$ cat config.mk
export PLATFORM = sky130hd
export DESIGN_NAME = segmentos_para_hex
export DESIGN_NICKNAME = d
export VERILOG_FILES = /design/src/rtl/segmentos_para_hex.sv
export SDC_FILE = /design/constraint.sdc
export NUM_CORES = 1
export LEC_CHECK = 0
export ABC_AREA = 1
export CORE_ASPECT_RATIO = 1.75
export CORE_MARGIN = 2
export CORE_UTILIZATION = 45
export CTS_CLUSTER_SIZE = 24
export DETAILED_ROUTE_END_ITERATION = 10
export GPL_ROUTABILITY_DRIVEN = 0
export PLACE_DENSITY = 0.72
export SYNTH_ARGS = -nofsm -noshare
export SYNTH_HDL_FRONTEND = slang
export SYNTH_SLANG_ARGS = --single-unit
$ cat constraint.sdc
create_clock -name Clock -period 3.5 [get_ports Clock]
set_input_delay 0.875 -clock Clock [delete_from_list [all_inputs] [get_ports Clock]]
set_output_delay 0.875 -clock Clock [all_outputs]
set_load 0.03 [all_outputs]
$ cat src/rtl/segmentos_para_hex.sv
// segmentos_para_hex: turns a strobed, active-low seven-segment pattern
// into a hex digit.
// The design has four parts:
//   - a stability filter, which needs N_ESTAVEL identical strobes in a row;
//   - repeat suppression, so a digit that stays shown is not sent twice;
//   - a single-entry output buffer with a valido/pronto handshake;
//   - one-cycle pulses: erro for an illegal stable pattern, and perda for a
//     digit that was dropped because the buffer was full.
// Optional build macro: SEGMENTOS_CONTADOR_ERRO_EN. It adds the n_erros
// output, an 8-bit saturating count of erro pulses.
module segmentos_para_hex #(
    parameter int unsigned N_ESTAVEL = 3
) (
    input  logic       Clock,
    input  logic       Resetn,
    input  logic [6:0] seg_in,
    input  logic       amostra,
    input  logic       pronto,
    output logic [3:0] valor,
    output logic       valido,
    output logic       erro,
    output logic       perda
`ifdef SEGMENTOS_CONTADOR_ERRO_EN
    ,
    output logic [7:0] n_erros
`endif
);

    localparam logic [6:0] BRANCO = 7'h7F;
    localparam logic [3:0] ALVO   = 4'(N_ESTAVEL);

    typedef enum logic {
        VAZIO = 1'b0,
        CHEIO = 1'b1
    } estado_t;

    estado_t    estado;
    estado_t    prox_estado;
    logic [6:0] ultimo;
    logic [3:0] cont;
    logic [6:0] emitido;
    logic       tem_emitido;

    logic       igual;
    logic       estavel;
    logic       legal;
    logic [3:0] digito_dec;
    logic       eh_branco;
    logic       digito;
    logic       ilegal;
    logic       carrega;
    logic       perda_prox;

    // Returns {legal, digit} for an active-low pattern.
    // A blank pattern and an unknown pattern both report legal = 0.
    function automatic logic [4:0] decodifica(input logic [6:0] p);
        logic [4:0] r;
        r = 5'b0_0000;
        case (p)
            7'h40: r = 5'b1_0000;
            7'h79: r = 5'b1_0001;
            7'h24: r = 5'b1_0010;
            7'h30: r = 5'b1_0011;
            7'h19: r = 5'b1_0100;
            7'h12: r = 5'b1_0101;
            7'h02: r = 5'b1_0110;
            7'h78: r = 5'b1_0111;
            7'h00: r = 5'b1_1000;
            7'h10: r = 5'b1_1001;
            7'h08: r = 5'b1_1010;
            7'h03: r = 5'b1_1011;
            7'h46: r = 5'b1_1100;
            7'h21: r = 5'b1_1101;
            7'h06: r = 5'b1_1110;
            7'h0E: r = 5'b1_1111;
            default: r = 5'b0_0000;
        endcase
        return r;
    endfunction

    // Decides whether this strobe makes the pattern stable, then classifies it.
    // The pattern becomes stable when cont is about to reach N_ESTAVEL.
    // When N_ESTAVEL is 1, any new pattern is stable on its first strobe.
    always_comb begin
        igual      = (seg_in == ultimo);
        estavel    = 1'b0;
        if (amostra) begin
            if (igual) begin
                estavel = (cont == ALVO - 4'd1);
            end else begin
                estavel = (ALVO == 4'd1);
            end
        end
        {legal, digito_dec} = decodifica(seg_in);
        eh_branco = (seg_in == BRANCO);
        digito    = estavel && legal && !(tem_emitido && (emitido == seg_in));
        ilegal    = estavel && !legal && !eh_branco;
    end

    // Stability filter: tracks the last strobed pattern and how many times
    // in a row it has been seen. The count saturates at N_ESTAVEL.
    always_ff @(posedge Clock) begin
        if (!Resetn) begin
            ultimo <= BRANCO;
            cont   <= 4'd0;
        end else if (amostra) begin
            if (igual) begin
                if (cont < ALVO) begin
                    cont <= cont + 4'd1;
                end
            end else begin
                ultimo <= seg_in;
                cont   <= 4'd1;
            end
        end
    end

    // Repeat suppression: remembers the last emitted pattern.
    // A stable blank or a stable illegal pattern forgets it.
    always_ff @(posedge Clock) begin
        if (!Resetn) begin
            emitido     <= BRANCO;
            tem_emitido <= 1'b0;
        end else if (digito) begin
            emitido     <= seg_in;
            tem_emitido <= 1'b1;
        end else if (estavel && !legal) begin
            tem_emitido <= 1'b0;
        end
    end

    // Output buffer FSM, next-state logic. It decides whether a new digit
    // loads into the buffer or is dropped.
    always_comb begin
        prox_estado = estado;
        carrega     = 1'b0;
        perda_prox  = 1'b0;
        case (estado)
            VAZIO: begin
                if (digito) begin
                    carrega     = 1'b1;
                    prox_estado = CHEIO;
                end
            end
            CHEIO: begin
                if (pronto) begin
                    if (digito) begin
                        carrega = 1'b1;
                    end else begin
                        prox_estado = VAZIO;
                    end
                end else if (digito) begin
                    perda_prox = 1'b1;
                end
            end
            default: prox_estado = VAZIO;
        endcase
    end

    // Registers the FSM state, the buffered digit and the event pulses.
    always_ff @(posedge Clock) begin
        if (!Resetn) begin
            estado <= VAZIO;
            valor  <= 4'd0;
            valido <= 1'b0;
            erro   <= 1'b0;
            perda  <= 1'b0;
        end else begin
            estado <= prox_estado;
            valido <= (prox_estado == CHEIO);
            erro   <= ilegal;
            perda  <= perda_prox;
            if (carrega) begin
                valor <= digito_dec;
            end
        end
    end

`ifdef SEGMENTOS_CONTADOR_ERRO_EN
    // Counts erro pulses and saturates at 255.
    always_ff @(posedge Clock) begin
        if (!Resetn) begin
            n_erros <= 8'd0;
        end else if (erro && (n_erros != 8'hFF)) begin
            n_erros <= n_erros + 8'd1;
        end
    end
`endif

endmodule

* Yosys cells after proc, flatten, opt, wreduce, memory -nomap -nowiden
Index checks and enable logic that the tools add are counted.
Cells by class: add/sub/neg operators 1, $lt $le $gt $ge 1, eq/ne operators 20, muxes and demuxes 12, bitwise logic cells 3, reduce and logical (&&, ||, !) cells 13
Operator list (count):
- $pmux 5 s16 | 1
- $eq 7x7->1 const B | 5
- $eq 7x5->1 const B | 3
- $eq 7x6->1 const B | 3
- $eq 7x2->1 const B | 2
- $eq 7x4->1 const B | 2
- $eq 7x7->1 | 2
- $mux 4 | 2
- $eq 7x3->1 const B | 1
- $logic_not 7->1 | 1
- $mux 1 | 7
- $logic_and 1x1->1 | 5
- $add 4x1->4 const B | 1
- $eq 4x2->1 const B | 1
- $lt 4x2->1 const B | 1
- $pmux 1 s2 | 2
- $reduce_and 2->1 | 2
- $logic_not 1->1 | 3
- $not 1->1 | 3
- $reduce_or 3->1 | 1
- $ne 2x1->1 const B | 1
- $reduce_bool 2->1 | 1
Storage, ports and cells: flip-flop bits (word level) 26, input bits 11, logic and storage cells 58

* Logic depth before layout (Yosys ltp)
word-level depth 8, depth in mapped cells 13, depth with buffers taken out 12

* Worst setup path after synthesis
OpenSTA, ideal clock, no wires.
kind input to register, start input seg_in[4], end register tem_emitido, library setup time 0.109 ns, arrival time 1.960 ns, slack 1.431 ns, stages on the path 11, path buffers 1, cells stage by stage buf_2 -> inv_1 -> nand2_4 -> inv_4 -> nand2_2 -> nand2_2 -> nor2_4 -> nand3_4 -> or2_4 -> nand2_1 -> inv_1
Between the ends: cells in the longest elaborated chain, start to end 6
Ends and longest elaborated chain:
- start, declared | RTL line 16 | input logic [6:0] seg_in,
- branches (longest 6 deep; another with $pmux 5 s16)
- end signal, assigned | RTL line 123 | tem_emitido <= 1'b0;
- end signal, assigned | RTL line 126 | tem_emitido <= 1'b1;
- end signal, assigned | RTL line 128 | tem_emitido <= 1'b0;
- end, declared | RTL line 42 | logic tem_emitido;
Several ways; the timed one is not identified. A chain may end at the register's enable or synchronous reset.

* Final worst setup path
start input seg_in[0], end register cont[0]
Between the ends: cells in the longest elaborated chain, start to end 3
Ends and longest elaborated chain:
- $eq 7x7->1 (*) | RTL line 85 | igual = (seg_in == ultimo);
- $ne 2x1->1 (no line)
- $reduce_and 2->1 (no line)
- end signal, assigned | RTL line 109 | cont <= cont + 4'd1;
- end, declared | RTL line 40 | logic [3:0] cont;
Every way passes the cells marked *; elsewhere a longest branch is shown, timed or not.

==> results.ini <==
[timing]
final.hold.worst_slack_ps = 445
rsz0062_at_grt = false
hold_viol = 0
fin_crit_sh = 0.739
clock.fmax_ghz = 0.387
max-slew-margin-rel = 0.685
slew_violations = 0
setup_slack_ps = 913
setup_violations = 0
finalClockSkew_ps = 2.07
tns_ps = 0
min_period_ps = 2590
tightest_slew_ps = 471

[synthesis]
synth-main-ff-cell = dfxtp_1
synth.top_cell.area_share = 0.305
synth_top_area_cell = dfxtp_1
synth_area_um2 = 1700
synth_nets = 279
synth_cell_types = 26
synth_common_cells = nand2_1, nor2_1, dfxtp_1
synth_edf_count = 0
synth_seq_cells = 26
ys_async_sr_fraction = 0
synth_most_common_cell = nand2_1
avgSynthCellArea_um2 = 6.41
ys_seq_area_frac = 0.305
syn_inst = 266
synth_top_cells_by_area = dfxtp_1, nand2_1, nor2_1
synth_warnings = 0

[pwr]
pwr-share-clk = 0.390
power_frac_seq = 0.470
swShare = 0.253
power.density_nw_per_um2 = 333
ir_drop_mv = 0.239
p_leak_nw = 1.01
p_switching_uw = 166
power.internal_uw = 489
finalPower_uw = 655
pwr-share-comb = 0.140

[worst_setup_path]
rr_endpoint = cont[0]
rrSetupSlack_ps = 1840
worstPathRequired_ps = 3670
arrival_ps = 2760
crit_fanout = 16
cp-end-kind = flip-flop
reg2reg_from = ultimo[0]
crit_type = primary input to flip-flop
r2r_cells = 9
start_kind = primary input

[route]
wl_met2_mm = 2.05
topRoutingLayerUsed = met4
drc = 0
drt_iter0_markers = 28
route.vias.total = 1573
final_antenna_net_count = 0
wl_per_cell_um = 11.5
vias_per_cell = 4.83
firstDrtPassIters = 4
wl_mm = 3.73
met3RoutedLength_um = 73
drt-met1-wl_mm = 1.46

[worst_hold_path]
hp-start = cont[3]
hold_path_end = cont[3]
hold_path.class = flip-flop to flip-flop
hold_path_depth = 2

[clock_network]
post_cts_resized = 0
cts_root_buf = clkbuf_8
clockBufferDepth = 2
cts_tree = yes
h-tree-depth = 1
hold_buffers = 0
clock_latency_ps = 280
path_clk_slew_ps = 90
cts_inserted_buffers = 3
post_cts_buffers = 0
cts_num_sinks = 26

[floorplanning]
die_h_um = 85.4
io_pins = 18
design.core.area_um2 = 3630
rows = 29
die_width_um = 50.5
die_area_um2 = 4310
start_util = 0.470

[placement]
pre_cts_slack_ps = 617
port_buffers = 17
postPlaceCellArea_um2 = 1890
dp_hpwl_mm = 3.00
placed_cells = 322

[global_route]
grt_pass1_vias = 1467
grt_overflow_total = 0
grt_antenna_before_repair = 0
grt_pass1_wl_mm = 6.56
track_usage = 0.197
grt_max_degree = 21

[layout]
design_area_um2 = 1970
fin_cells = 326
layout-drive-gt1-share = 0.161
final_nets = 294
area_delta_synth_final_pct = 15.3
n_antenna_cell = 0
final_util = 0.542

[run]
cap_violations = 0

[status]
status = complete, no violations

-- worst max-delay path, cell delays in order --
cell	delay, ps
clkdlybuf4s50_1	590
inv_4	160
nand2_1	60
nand2_1	50
nand2_1	70
nor2_2	140
nand2_1	90
nand2_1	370
nand2_1	180
nor2_1	120
nor3_1	50
-- final cells by class --
cell class              count  area [um^2]
clock inverters             1         30.0
fillers                   382         1660
multi-input cells         196          996
clock buffers               3         41.3
flip-flops and latches     26          520
well taps                  46         57.6
inverters                  36          143
repair buffers             18          178
-- registers in the layout, summed over array words and instances, names as in the netlist --
register / flops
cont: 4
ultimo: 7
erro: 1
emitido: 7
valor: 4
perda: 1
tem_emitido: 1
estado: 1
-- routing by layer --
layer,global-route usage,up-vias
met5,0,-
met4,0.0958,0
met3,0.0106,11
met2,0.378,22
met1,0.209,690
li1,-,850
-- power by group through the flow --
| stage | combinational, mW | sequential, mW | clock [mW] |
|---|---|---|---|
| after floorplan | 0.0671 | 0.313 | 0 |
| after detailed placement | 0.0920 | 0.314 | 0 |
| after global placement | 0.0909 | 0.314 | 0 |
| after global routing | 0.103 | 0.308 | 0.267 |
| final | 0.0917 | 0.308 | 0.255 |
| after CTS | 0.0924 | 0.308 | 0.260 |
-- worst max-delay path by stage --
stage                   start     endpoint  slack, ps  cells after the start
detailed placement  seg_in[2]      cont[0]        620                      9
global route        seg_in[0]      cont[0]        700                     11
floorplan           seg_in[4]  tem_emitido       1430                     11
finish              seg_in[0]      cont[0]        910                     11
CTS                 seg_in[0]      cont[0]        910                     11
global placement    seg_in[2]   emitido[2]        630                     12
-- logic make-up after synthesis --
family / after synthesis / share of synthesized area
compound gates: 15 / 0.0565
flops: 26 / 0.305
buf+inv: 44 / 0.110
fa+ha+maj: 2 / 0.0147
xor+xnor: 4 / 0.0206
simple gates: 175 / 0.493
-- layout by cell type, fill, tap and decap left out, types with 4 or more instances in the layout --
cell,netlist,layout
nand2_2,6,6
inv_1,25,25
o21ai_0,4,4
nor3_1,6,6
nand3_2,4,4
nor2_1,34,34
nand2_1,90,90
clkdlybuf4s50_1,0,17
nand4_1,7,7
nand3_1,10,10
nand2_4,4,4
inv_2,8,8
dfxtp_1,26,26
o211ai_1,7,7
nor2_2,8,8
(Power assumes the default switching activity.)
